`config.mk`:
```
export PLATFORM = sky130hd
export DESIGN_NAME = sdram_fill_ctrl
export DESIGN_NICKNAME = d
export VERILOG_FILES = /design/src/rtl/sdram_fill_ctrl.sv
export SDC_FILE = /design/constraint.sdc
export NUM_CORES = 1
export LEC_CHECK = 0
export BUFFER_PORTS_ARGS = -buffer_cell sky130_fd_sc_hd__buf_2
export CAP_MARGIN = 25
export CORE_MARGIN = 8
export CORE_UTILIZATION = 40
export DETAILED_ROUTE_END_ITERATION = 10
export PLACE_DENSITY = 0.74
export SYNTH_ARGS = -nofsm -noshare
export SYNTH_HDL_FRONTEND = slang
export SYNTH_SLANG_ARGS = --single-unit
```
`constraint.sdc`:
```
create_clock -name clock_hf -period 2.7 [get_ports clock_hf]
set_input_delay 0.27 -clock clock_hf [delete_from_list [all_inputs] [get_ports clock_hf]]
set_output_delay 0.27 -clock clock_hf [all_outputs]
set_load 0.03 [all_outputs]
```
`src/rtl/sdram_fill_ctrl.sv`:
```
// Fills MAX_COUNT SDRAM words at base_addr with the pattern SEED+idx.
// Defining SDRAM_FILL_READBACK_EN adds a pipelined read-back check of the filled block.
module sdram_fill_ctrl #(
  parameter int unsigned MAX_COUNT = 200,
  parameter logic [15:0] SEED      = 16'h0000
) (
  input  logic        clock_hf,
  input  logic        reset,
  input  logic        start,
  input  logic [21:0] base_addr,
  output logic [21:0] sdram_controller_address,
  output logic [1:0]  sdram_controller_byteenable_n,
  output logic        sdram_controller_chipselect,
  output logic [15:0] sdram_controller_writedata,
  output logic        sdram_controller_write_n,
  output logic        sdram_controller_read_n,
  input  logic [15:0] sdram_controller_readdata,
  input  logic        sdram_controller_readdatavalid,
  input  logic        sdram_controller_waitrequest,
  output logic        busy,
  output logic        done,
  output logic        error,
  output logic [15:0] err_count
);

  // Handshake: a transfer is accepted on any cycle where write_n (or read_n) is
  // low and waitrequest is low; while waitrequest is high, command, address and
  // data stay unchanged.
  localparam logic [21:0] LAST_IDX = 22'(MAX_COUNT - 1);

`ifdef SDRAM_FILL_READBACK_EN
  localparam logic [21:0] NUM_WORDS = 22'(MAX_COUNT);
  typedef enum logic [1:0] {S_IDLE, S_WRITE, S_READ, S_DONE} state_t;
`else
  typedef enum logic [1:0] {S_IDLE, S_WRITE, S_DONE} state_t;
`endif

  state_t      state_q, state_d;
  logic [21:0] idx_q, idx_d;
  logic [21:0] base_q, base_d;

`ifdef SDRAM_FILL_READBACK_EN
  logic [21:0] rsp_q, rsp_d;
  logic [15:0] err_count_q, err_count_d;
  logic        error_q, error_d;
`endif

  always_ff @(posedge clock_hf or negedge reset) begin
    if (!reset) begin
      state_q     <= S_IDLE;
      idx_q       <= '0;
      base_q      <= '0;
`ifdef SDRAM_FILL_READBACK_EN
      rsp_q       <= '0;
      err_count_q <= '0;
      error_q     <= 1'b0;
`endif
    end else begin
      state_q     <= state_d;
      idx_q       <= idx_d;
      base_q      <= base_d;
`ifdef SDRAM_FILL_READBACK_EN
      rsp_q       <= rsp_d;
      err_count_q <= err_count_d;
      error_q     <= error_d;
`endif
    end
  end

  // Command outputs decode from state_q only, so an async reset drops them at once.
  always_comb begin
    state_d                    = state_q;
    idx_d                      = idx_q;
    base_d                     = base_q;
    sdram_controller_address   = '0;
    sdram_controller_writedata = '0;
    sdram_controller_write_n   = 1'b1;
    sdram_controller_read_n    = 1'b1;
    busy                       = 1'b0;
    done                       = 1'b0;
`ifdef SDRAM_FILL_READBACK_EN
    rsp_d                      = rsp_q;
    err_count_d                = err_count_q;
    error_d                    = error_q;
`endif
    case (state_q)
      S_IDLE, S_DONE: begin
        done = (state_q == S_DONE);
        if (start) begin
          base_d  = base_addr;
          idx_d   = '0;
          state_d = S_WRITE;
`ifdef SDRAM_FILL_READBACK_EN
          err_count_d = '0;
          error_d     = 1'b0;
`endif
        end
      end
      S_WRITE: begin
        busy                       = 1'b1;
        sdram_controller_write_n   = 1'b0;
        sdram_controller_address   = base_q + idx_q;
        sdram_controller_writedata = SEED + idx_q[15:0];
        if (!sdram_controller_waitrequest) begin
          if (idx_q == LAST_IDX) begin
            idx_d = '0;
`ifdef SDRAM_FILL_READBACK_EN
            rsp_d   = '0;
            state_d = S_READ;
`else
            state_d = S_DONE;
`endif
          end else begin
            idx_d = idx_q + 22'd1;
          end
        end
      end
`ifdef SDRAM_FILL_READBACK_EN
      S_READ: begin
        busy = 1'b1;
        // Issue side and response side run independently; idx stops at NUM_WORDS.
        if (idx_q != NUM_WORDS) begin
          sdram_controller_read_n  = 1'b0;
          sdram_controller_address = base_q + idx_q;
          if (!sdram_controller_waitrequest) idx_d = idx_q + 22'd1;
        end
        if (sdram_controller_readdatavalid) begin
          if (sdram_controller_readdata != (SEED + rsp_q[15:0])) begin
            error_d = 1'b1;
            if (err_count_q != 16'hFFFF) err_count_d = err_count_q + 16'd1;
          end
          rsp_d = rsp_q + 22'd1;
          if (rsp_q == LAST_IDX) state_d = S_DONE;
        end
      end
`endif
      default: state_d = S_IDLE;
    endcase
  end

  assign sdram_controller_byteenable_n = 2'b00;
  assign sdram_controller_chipselect   = ~sdram_controller_write_n | ~sdram_controller_read_n;

`ifdef SDRAM_FILL_READBACK_EN
  assign error     = error_q;
  assign err_count = err_count_q;
`else
  logic unused_rsp;
  assign unused_rsp = ^{sdram_controller_readdata, sdram_controller_readdatavalid};
  assign error      = 1'b0;
  assign err_count  = 16'h0000;
`endif

endmodule

```
==> impl_metrics.csv, run 1 <==
group,metric,value,unit
drt,drc,0,
critical_path,crit_path_end,"sdram_controller_address[21]",
critical_path,startpoint_type,"register",
cells_and_area,fin_nets,573,
critical_path,crit_required,2430,ps
drt,vias_per_cell,5.55,
cells_and_area,layout_common_cells,"53 x buf_2, 51 x buf_4, 45 x dfrtp_1",
global_route,overflow,0,
place,place_congestion,0.873,
yosys,synth_cells,410,
yosys,synth-seq-cells,46,
power_and_ir_drop,seq_power_share,0.240,
drt,drtPass1Iterations,5,
critical_path,cp-end-kind,"primary output",
power_and_ir_drop,p_leak,0.00219,uW
drt,drt_iter0_drc,185,
cells_and_area,drive_gt1_frac,0.382,
timing,period_share,1.02,
global_route,grt_first_pass_wirelength,17300,um
critical_path,reg2reg_depth,7,
cts,cts.clk_slew.worst_paths,90,ps
critical_path,timing.rr.start,"idx_q[3]",
timing,skew,7.27,ps
yosys,synthDistinctLibCells,61,
cells_and_area,final_common_cell,"buf_2",
min_path,hp-class,"in2reg",
critical_path,rr_endpoint,"idx_q[5]",
global_route,grt_max_degree,26,
cts,numCtsBuffers,5,
cts,clock_sinks,46,
critical_path,slowest_stage,"dfrtp_1",
yosys,synth_flop_cell,"dfrtp_1",
cts,cts-htree-levels,2,
die,core_area,8760,um^2
die,start_util,0.414,
critical_path,crit_arrival,2490,ps
power_and_ir_drop,p_comb_frac,0.642,
drt,routed_wl,10400,um
critical_path,cpLargestDelayFamily,"compound AO/OA/AOI/OAI gates",
cts,worstSkewPairLatency,300,ps
timing,worst_slack,-63.8,ps
place,port_buffers,67,
timing,slew_headroom,0.448,
power_and_ir_drop,ir_drop,0.343,mV
global_route,grtUsageTotal,0.165,
critical_path,crit_buf_inv,1,
cts,cts_max_path_buffers,2,
die,num_rows,34,
timing,rsz0062_at_grt,"yes",
critical_path,critPathKind,"reg2out",
critical_path,r2r_slack,410,ps
timing,timing.fmax,362,MHz
drt,postRouteAntennaNets,0,
critical_path,startpoint,"base_q[4]",
yosys,synthArstFlopShare,1.00,
power_and_ir_drop,pwr_density_cell,941,nW/um^2
cells_and_area,insertedDiodeCount,0,
global_route,antenna_found_initial,0,
drt,drt-wirelength-per-cell,17.0,um
power_and_ir_drop,p_int,2260,uW
min_path,hold_start,"base_addr[1]",
die,io_pins,105,
yosys,synth_warnings,0,
critical_path,crit_chain,"ha_1, and2_4, a221oi_4, nand2_2, a211oi_4, o21ai_1, mux2i_1, buf_4",
power_and_ir_drop,p_sw_frac,0.486,
timing,tns,-137,ps
yosys,yosysSeqAreaShare,0.317,
yosys,synth_area,3630,um^2
run_status,violations,"setup timing",
timing,maxSlewViolCount,0,
cells_and_area,final_util,0.534,
run,maxCapViolations,0,
run_status,outcome,"complete, but fails checks",
cells_and_area,syn_to_final_growth,28.9,%
yosys,synth_edf_count,0,
place,dp_cells,599,
cts,cts_tree,"done",
timing,worst_pin_slew,826,ps
drt,vias,3417,
timing,finalSetupViolations,5,
timing,min_period,2760,ps
cells_and_area,final_cells,616,
critical_path,critPathMaxFanout,4,
critical_path,cp_num_cells,8,
power_and_ir_drop,power.switching,2140,uW
die,dieArea,12400,um^2
yosys,avgSynthCellArea,8.85,um^2
critical_path,critical_path.max_stage_delay,410,ps
global_route,grt_pass1_vias,3548,
timing,hold_violations,0,
power_and_ir_drop,pwr-share-clk,0.117,
die,die_y,111,um
die,die_w,111,um
cts,cts_root_buf,"clkbuf_8",
place,hpwlAfterDp,7710,um
worst register-to-register path: cells and delay by family, from the launching register on:
| kind | cells | cell delay, ps |
|---|---|---|
| AO/OA/AOI/OAI | 2 | 550 |
| buffers and inverters | 2 | 300 |
| flip-flops | 1 | 430 |
| AND/OR/NAND/NOR | 3 | 880 |
worst min-delay path by stage:
stage / end / slack, ps / cells after the start
final: base_q[1] / 180 / 3
after global routing: base_q[1] / 190 / 3
after CTS: base_q[1] / 180 / 3
after detailed placement: base_q[17] / 320 / 1
after global placement: base_q[17] / 310 / 1
after floorplan: base_q[0] / -30 / 0
layer usage:
metal / part of all wire / GRT usage / vias up
li1: - / - / 1627
met1: 0.43 / 0.201 / 1642
met2: 0.51 / 0.282 / 126
met3: 0.052 / 0.0400 / 22
met4: 0.014 / 0.0462 / 0
met5: 0 / 0 / -
synth_stat cells (13+ instances only):
library cell  instances  share of area
nor2_1               29          0.030
buf_4                22          0.046
ha_1                 22          0.076
nor3_1               15          0.021
xor2_1               13          0.031
nand2_1              28          0.029
a21oi_1              23          0.032
dfrtp_1              46           0.32
o21ai_0              19          0.026
nand3_1              17          0.023
mux2_2               21          0.065
and2_1               22          0.038
state kept, by name, summed over array words and instances (netlist names):
register	cells
idx_q	22
base_q	22
state_q	2
power by group through the flow:
stage          logic [uW]  registers, uW  clock network, uW
2_1_floorplan        1890            997                  0
3_3_place_gp         2470           1040                  0
3_5_place_dp         2520           1050                  0
4_1_cts              2710           1050                527
5_1_grt              3070           1080                553
6_report             2830           1060                517
area by class of cell:
cell class	count	area [um^2]
clock buffers	5	68.8
flip-flops and latches	46	1150
fillers	795	4090
well taps	108	135
repair buffers	108	692
clock inverters	3	40.0
multi-input cells	335	2550
inverters	11	41.3
per-stage QoR:
| step | hold slack, ps | cell area, um^2 | total power [uW] | setup WS (ps) |
|---|---|---|---|---|
| 6_report | 179 | 4680 | 4400 | -63.8 |
| 3_3_place_gp | 309 | 4190 | 3510 | 71.1 |
| 4_1_cts | 177 | 4520 | 4290 | -78.7 |
| 3_5_place_dp | 319 | 4190 | 3570 | 60.8 |
| 2_1_floorplan | -25.6 | 3710 | 2890 | 9.45 |
| 5_1_grt | 191 | 4680 | 4710 | -162 |
kinds of logic (layout without fill, tap and decap cells):
kind of cell	after synthesis	after routing	share of synthesized area
and+or+nand+nor	156	156	0.229
buffers and inverters	47	127	0.0751
other	2	20	0.00207
AOI/OAI and AO/OA	97	97	0.186
adders and majority gates	23	23	0.0814
DFF	46	46	0.317
muxes	23	23	0.0707
xor gates and xnor gates	16	16	0.0386
what timing repair did:
item,CTS,global route
setup endpoints to repair,13,16
gates resized for setup,40,32
hold buffers,1,0
pin swaps,13,27
hold endpoints to repair,12,0
buffers inserted,5,3
Power figures use the tool's default switching activity.
==> run 2: changes to the inputs <==
Settings changed: CORE_MARGIN 8 to 4, PLACE_DENSITY 0.74 to 0.67, REMOVE_ABC_BUFFERS set to 1.
==> run 2 against run 1 <==
The flow still finishes with violations (setup timing); die area shrank 14%; register-to-register slack worse by 60 ps; fmax fell by 1.6%; clock skew grew 1.9 ps; global-route usage up 1.7 points; final cell count up 0.49%; sequential cell count unchanged; first-iteration DRC count decreased by 15%; non-clock buffer count is 3 higher.
==> impl_metrics.csv, run 2 (synthesis results as in run 1) <==
group,metric,value,unit
cts,cts_tree,"done",
global_route,global_route.usage.met1,0.247,
power_and_ir_drop,ir_drop,0.395,mV
global_route,grtUsageTotal,0.182,
power_and_ir_drop,pwr_density_cell,946,nW/um^2
drt,vias,3382,
timing,slew_headroom,0.456,
run_status,violations,"setup timing",
critical_path,crit_arrival,2540,ps
cells_and_area,syn_to_final_growth,31.2,%
place,placed_cell_area,4160,um^2
critical_path,startpoint_type,"register",
cts,cts_max_path_buffers,2,
cells_and_area,layout_common_cells,"54 x buf_2, 54 x buf_4, 46 x dfrtp_1",
die,core_area,8760,um^2
timing,finalSetupViolations,9,
critical_path,reg2reg_depth,10,
cts,cts_root_buf,"clkbuf_8",
drt,drtPass1Iterations,5,
timing,worst_pin_slew,815,ps
place,hpwlAfterDp,6990,um
global_route,antenna_found_initial,0,
die,die_w,103,um
global_route,overflow,0,
timing,timing.fmax,356,MHz
place,port_buffers,67,
critical_path,critPathKind,"reg2out",
place,place_congestion,0.884,
place,dp_cells,596,
timing,rsz0062_at_grt,"yes",
critical_path,crit_buf_inv,3,
critical_path,critPathMaxFanout,6,
global_route,use_met2,0.307,
min_path,hold_depth,3,
die,io_pins,105,
timing,maxSlewViolCount,0,
drt,drc,0,
timing,skew,9.20,ps
cells_and_area,fin_nets,576,
run,maxCapViolations,0,
critical_path,cp_num_cells,11,
timing,min_period,2810,ps
global_route,met3_usage,0.0161,
critical_path,cpLargestDelayFamily,"compound AO/OA/AOI/OAI gates",
die,dieArea,10700,um^2
timing,worst_slack,-110,ps
cts,cts-htree-levels,2,
global_route,grt_first_pass_wirelength,15600,um
min_path,hp-class,"in2reg",
cells_and_area,final_cells,619,
drt,routed_wl,9680,um
die,num_rows,34,
drt,postRouteAntennaNets,0,
drt,drt_iter0_drc,157,
cells_and_area,drive_gt1_frac,0.380,
critical_path,crit_chain,"ha_4, inv_2, fa_2, nor2b_4, o31a_1, o31ai_4, buf_6, a21oi_2, o21a_1, nor3_1, buf_4",
cts,clock_sinks,46,
global_route,grt_pass1_vias,3159,
timing,period_share,1.04,
critical_path,slowest_stage,"dfrtp_1",
cells_and_area,reg.largest.list,"base_q: 22 flops, idx_q: 22 flops, state_q: 2 flops",
global_route,grt_max_degree,47,
die,die_y,103,um
cells_and_area,n_fill_cell,793,
drt,drt-wirelength-per-cell,15.6,um
critical_path,critical_path.max_stage_delay,420,ps
cts,cts.clk_slew.worst_paths,90,ps
global_route,busiest_layer,"met2",
timing,hold_violations,0,
critical_path,crit_required,2430,ps
power_and_ir_drop,p_leak,0.00221,uW
cts,numCtsBuffers,5,
cells_and_area,stdcell_area,4760,um^2
cts,worstSkewPairLatency,300,ps
cells_and_area,insertedDiodeCount,0,
die,start_util,0.414,
critical_path,cp-end-kind,"primary output",
drt,vias_per_cell,5.46,
run_status,outcome,"complete, but fails checks",
run 2: worst min-delay path, stage by stage:
cell     delay [ps]
buf_2            80
nand2_1          30
o21ai_0          60
run 2: power breakdown:
part	switching [uW]	internal (uW)	total [uW]
logic	1690	1120	2810
registers	178	888	1070
clock network	237	395	632
total	2100	2400	4510
run 2: what timing repair did:
action,CTS,global route
pin swaps,16,17
gates resized for setup,47,26
setup endpoints to repair,14,16
endpoints found under the hold margin,0,21
setup buffers,7,6
hold buffers,0,1
run 2: cell type report:
cell class | count | area, um^2 | area share
Timing Repair Buffer | 111 | 724 | 0.152
Clock buffer | 6 | 82.6 | 0.0173
Tap cell | 108 | 135 | 0.0284
Sequential cell | 46 | 1150 | 0.242
Multi-Input combinational cell | 335 | 2570 | 0.539
Clock inverter | 2 | 60.1 | 0.0126
Inverter | 11 | 41.3 | 0.00867
run 2: metal layers:
| layer | share of wire | up-vias | wire [um] |
|---|---|---|---|
| met3 | 0.043 | 11 | 419 |
| met1 | 0.44 | 1622 | 4290 |
| met4 | 0.016 | 0 | 158 |
| met2 | 0.50 | 103 | 4810 |
| met5 | 0 | - | 0 |
| li1 | - | 1646 | - |
run 2: path summary, 6_finish.rpt:
kind	startpoint	end	slack, ps
min in group asynchronous	reset	idx_q[1]	480
max	idx_q[0]	sdram_controller_address[14]	-110
max reg2reg	idx_q[0]	idx_q[16]	350
max in group asynchronous	reset	base_q[19]	1700
min	base_addr[1]	base_q[1]	170
min reg2reg	base_q[19]	base_q[19]	520
run 2: metrics by stage:
stage | total power [uW] | hold slack (ps) | setup TNS [ps] | setup WS (ps) | util
6_report | 4510 | 173 | -655 | -110 | 0.544
5_1_grt | 4820 | 189 | -1740 | -201 | 0.544
4_1_cts | 4360 | 168 | -639 | -136 | 0.520
3_5_place_dp | 3510 | 479 | 0 | 117 | 0.474
3_3_place_gp | 3460 | 484 | 0 | 131 | 0.474
2_1_floorplan | 2760 | -25.6 | -3620 | -320 | -
==> run 3: changes to the inputs <==
Settings changed: PLACE_DENSITY 0.67 to 0.7.
Clock period 2.7 ns to 2.55 ns, I/O delays scaled along.
==> run 3 against run 2 <==
The flow still finishes with violations (setup timing); clock skew increased by 3.4 ps; critical endpoint is now sdram_controller_address[8]; design area rose by 4.0%; global-route usage increased by 1.1 points; critical path type unchanged; utilization grew 2.2 points.
==> impl_metrics.csv, run 3 (synthesis results as in run 1) <==
group,metric,value,unit
cells_and_area,fin_nets,593,
critical_path,cp-end-kind,"primary output",
critical_path,startpoint_type,"register",
cells_and_area,insertedDiodeCount,0,
cts,numCtsBuffers,5,
critical_path,crit_arrival,2530,ps
cts,cts_tree,"done",
drt,drt-wirelength-per-cell,16.5,um
global_route,overflow,0,
critical_path,crit_required,2300,ps
cells_and_area,final_common_cell,"buf_4",
power_and_ir_drop,ir_drop,0.400,mV
power_and_ir_drop,p_leak,0.00232,uW
timing,slew_headroom,0.443,
timing,min_period,2790,ps
die,io_pins,105,
cells_and_area,n_fill_cell,745,
global_route,grt_max_degree,47,
power_and_ir_drop,pwr_density_cell,985,nW/um^2
cts,worstSkewPairLatency,310,ps
cts,cts-htree-levels,2,
die,die_y,103,um
timing,worst_slack,-238,ps
timing,period_share,1.09,
die,num_rows,34,
drt,postRouteAntennaNets,0,
cells_and_area,layout_common_cells,"67 x buf_4, 51 x buf_2, 46 x dfrtp_1",
cells_and_area,reg.largest.list,"base_q: 22 flops, idx_q: 22 flops, state_q: 2 flops",
timing,rsz0062_at_grt,"yes",
cells_and_area,final_util,0.565,
run_status,violations,"setup timing",
cells_and_area,syn_to_final_growth,36.4,%
drt,routed_wl,10500,um
timing,maxSlewViolCount,0,
die,die_w,103,um
global_route,grtUsageTotal,0.193,
critical_path,critPathKind,"reg2out",
timing,skew,12.6,ps
timing,worst_pin_slew,835,ps
drt,drc,0,
place,port_buffers,67,
cells_and_area,drive_gt1_frac,0.413,
cts,cts_root_buf,"clkbuf_8",
die,dieArea,10700,um^2
cts,cts_max_path_buffers,2,
drt,drt_iter0_drc,210,
run_status,outcome,"complete, but fails checks",
die,start_util,0.414,
timing,finalSetupViolations,16,
drt,vias,3491,
place,hpwlAfterDp,7300,um
cts,clock_sinks,46,
timing,tns,-2700,ps
global_route,grt_first_pass_wirelength,16400,um
timing,timing.fmax,359,MHz
drt,drtPass1Iterations,5,
place,place_congestion,0.900,
cts,cts.clk_slew.worst_paths,90,ps
global_route,grt_pass1_vias,3385,
run,maxCapViolations,0,
global_route,antenna_found_initial,0,
timing,hold_violations,0,
min_path,hp-class,"in2reg",
drt,vias_per_cell,5.49,
die,core_area,8760,um^2
critical_path,critPathMaxFanout,2,
==> run 3: critical path: stages (launching register included) <==
cell	delay (ps)
dfrtp_1	410
ha_2	190
inv_2	50
fa_2	200
nor2b_2	50
o31a_1	290
buf_4	160
o21a_1	190
o211ai_1	210
a21oi_1	90
nor3b_1	180
buf_4	190
==> run 3: worst paths after layout <==
check	from	endpoint	slack [ps]	cells past startpoint
worst max register to register	idx_q[4]	idx_q[6]	130	9
max in group asynchronous	reset	base_q[6]	1750	3
worst min-delay path	base_addr[1]	base_q[1]	160	3
min in group asynchronous	reset	state_q[1]	320	2
worst min register to register	base_q[2]	base_q[2]	520	1
worst max-delay path	base_q[0]	sdram_controller_address[8]	-240	11
==> run 3: area by class of cell <==
cell class              count  area (um^2)  share of cell area
repair buffers            128          887               0.179
flip-flops and latches     46         1150               0.232
multi-input cells         335         2590               0.524
inverters                  11         41.3             0.00834
clock buffers               6         82.6              0.0167
well taps                 108          135              0.0273
clock inverters             2         60.1              0.0121
==> run 3: per-layer routing <==
metal / share of wire / track usage / routed length, um / vias to the layer above
met4: 0.026 / 0.0886 / 269 / 0
met3: 0.049 / 0.0221 / 517 / 22
met5: 0 / 0 / 0 / -
met2: 0.52 / 0.331 / 5480 / 116
met1: 0.40 / 0.243 / 4250 / 1685
li1: - / - / - / 1668
==> run 3: per-stage QoR <==
step / area, um^2 / setup slack (ps) / hold slack [ps] / instances / total power, uW
final: 4950 / -238 / 158 / 636 / 4880
after global routing: 4950 / -309 / 173 / 636 / 5200
after CTS: 4700 / -284 / 157 / 625 / 4740
after detailed placement: 4240 / 1.68 / 471 / 607 / 3810
after global placement: 4240 / 33.9 / 469 / 607 / 3740
after floorplan: 3470 / -455 / -40.6 / 392 / 2920
==> run 3: where the power goes <==
group | leakage (uW) | switching [uW] | internal, uW | total, uW
clock | 0.0000714 | 253 | 418 | 671
sequential | 0.000589 | 182 | 941 | 1120
combinational | 0.00166 | 1840 | 1250 | 3090
total | 0.00232 | 2270 | 2610 | 4880
==> run 3: timing repair <==
| item | in CTS | in global routing |
|---|---|---|
| buffers inserted | 10 | 9 |
| setup endpoints to repair | 15 | 17 |
| endpoints found under the hold margin | 0 | 6 |
| gates resized for setup | 55 | 31 |
| hold buffers | 0 | 1 |
| pin swaps | 24 | 24 |
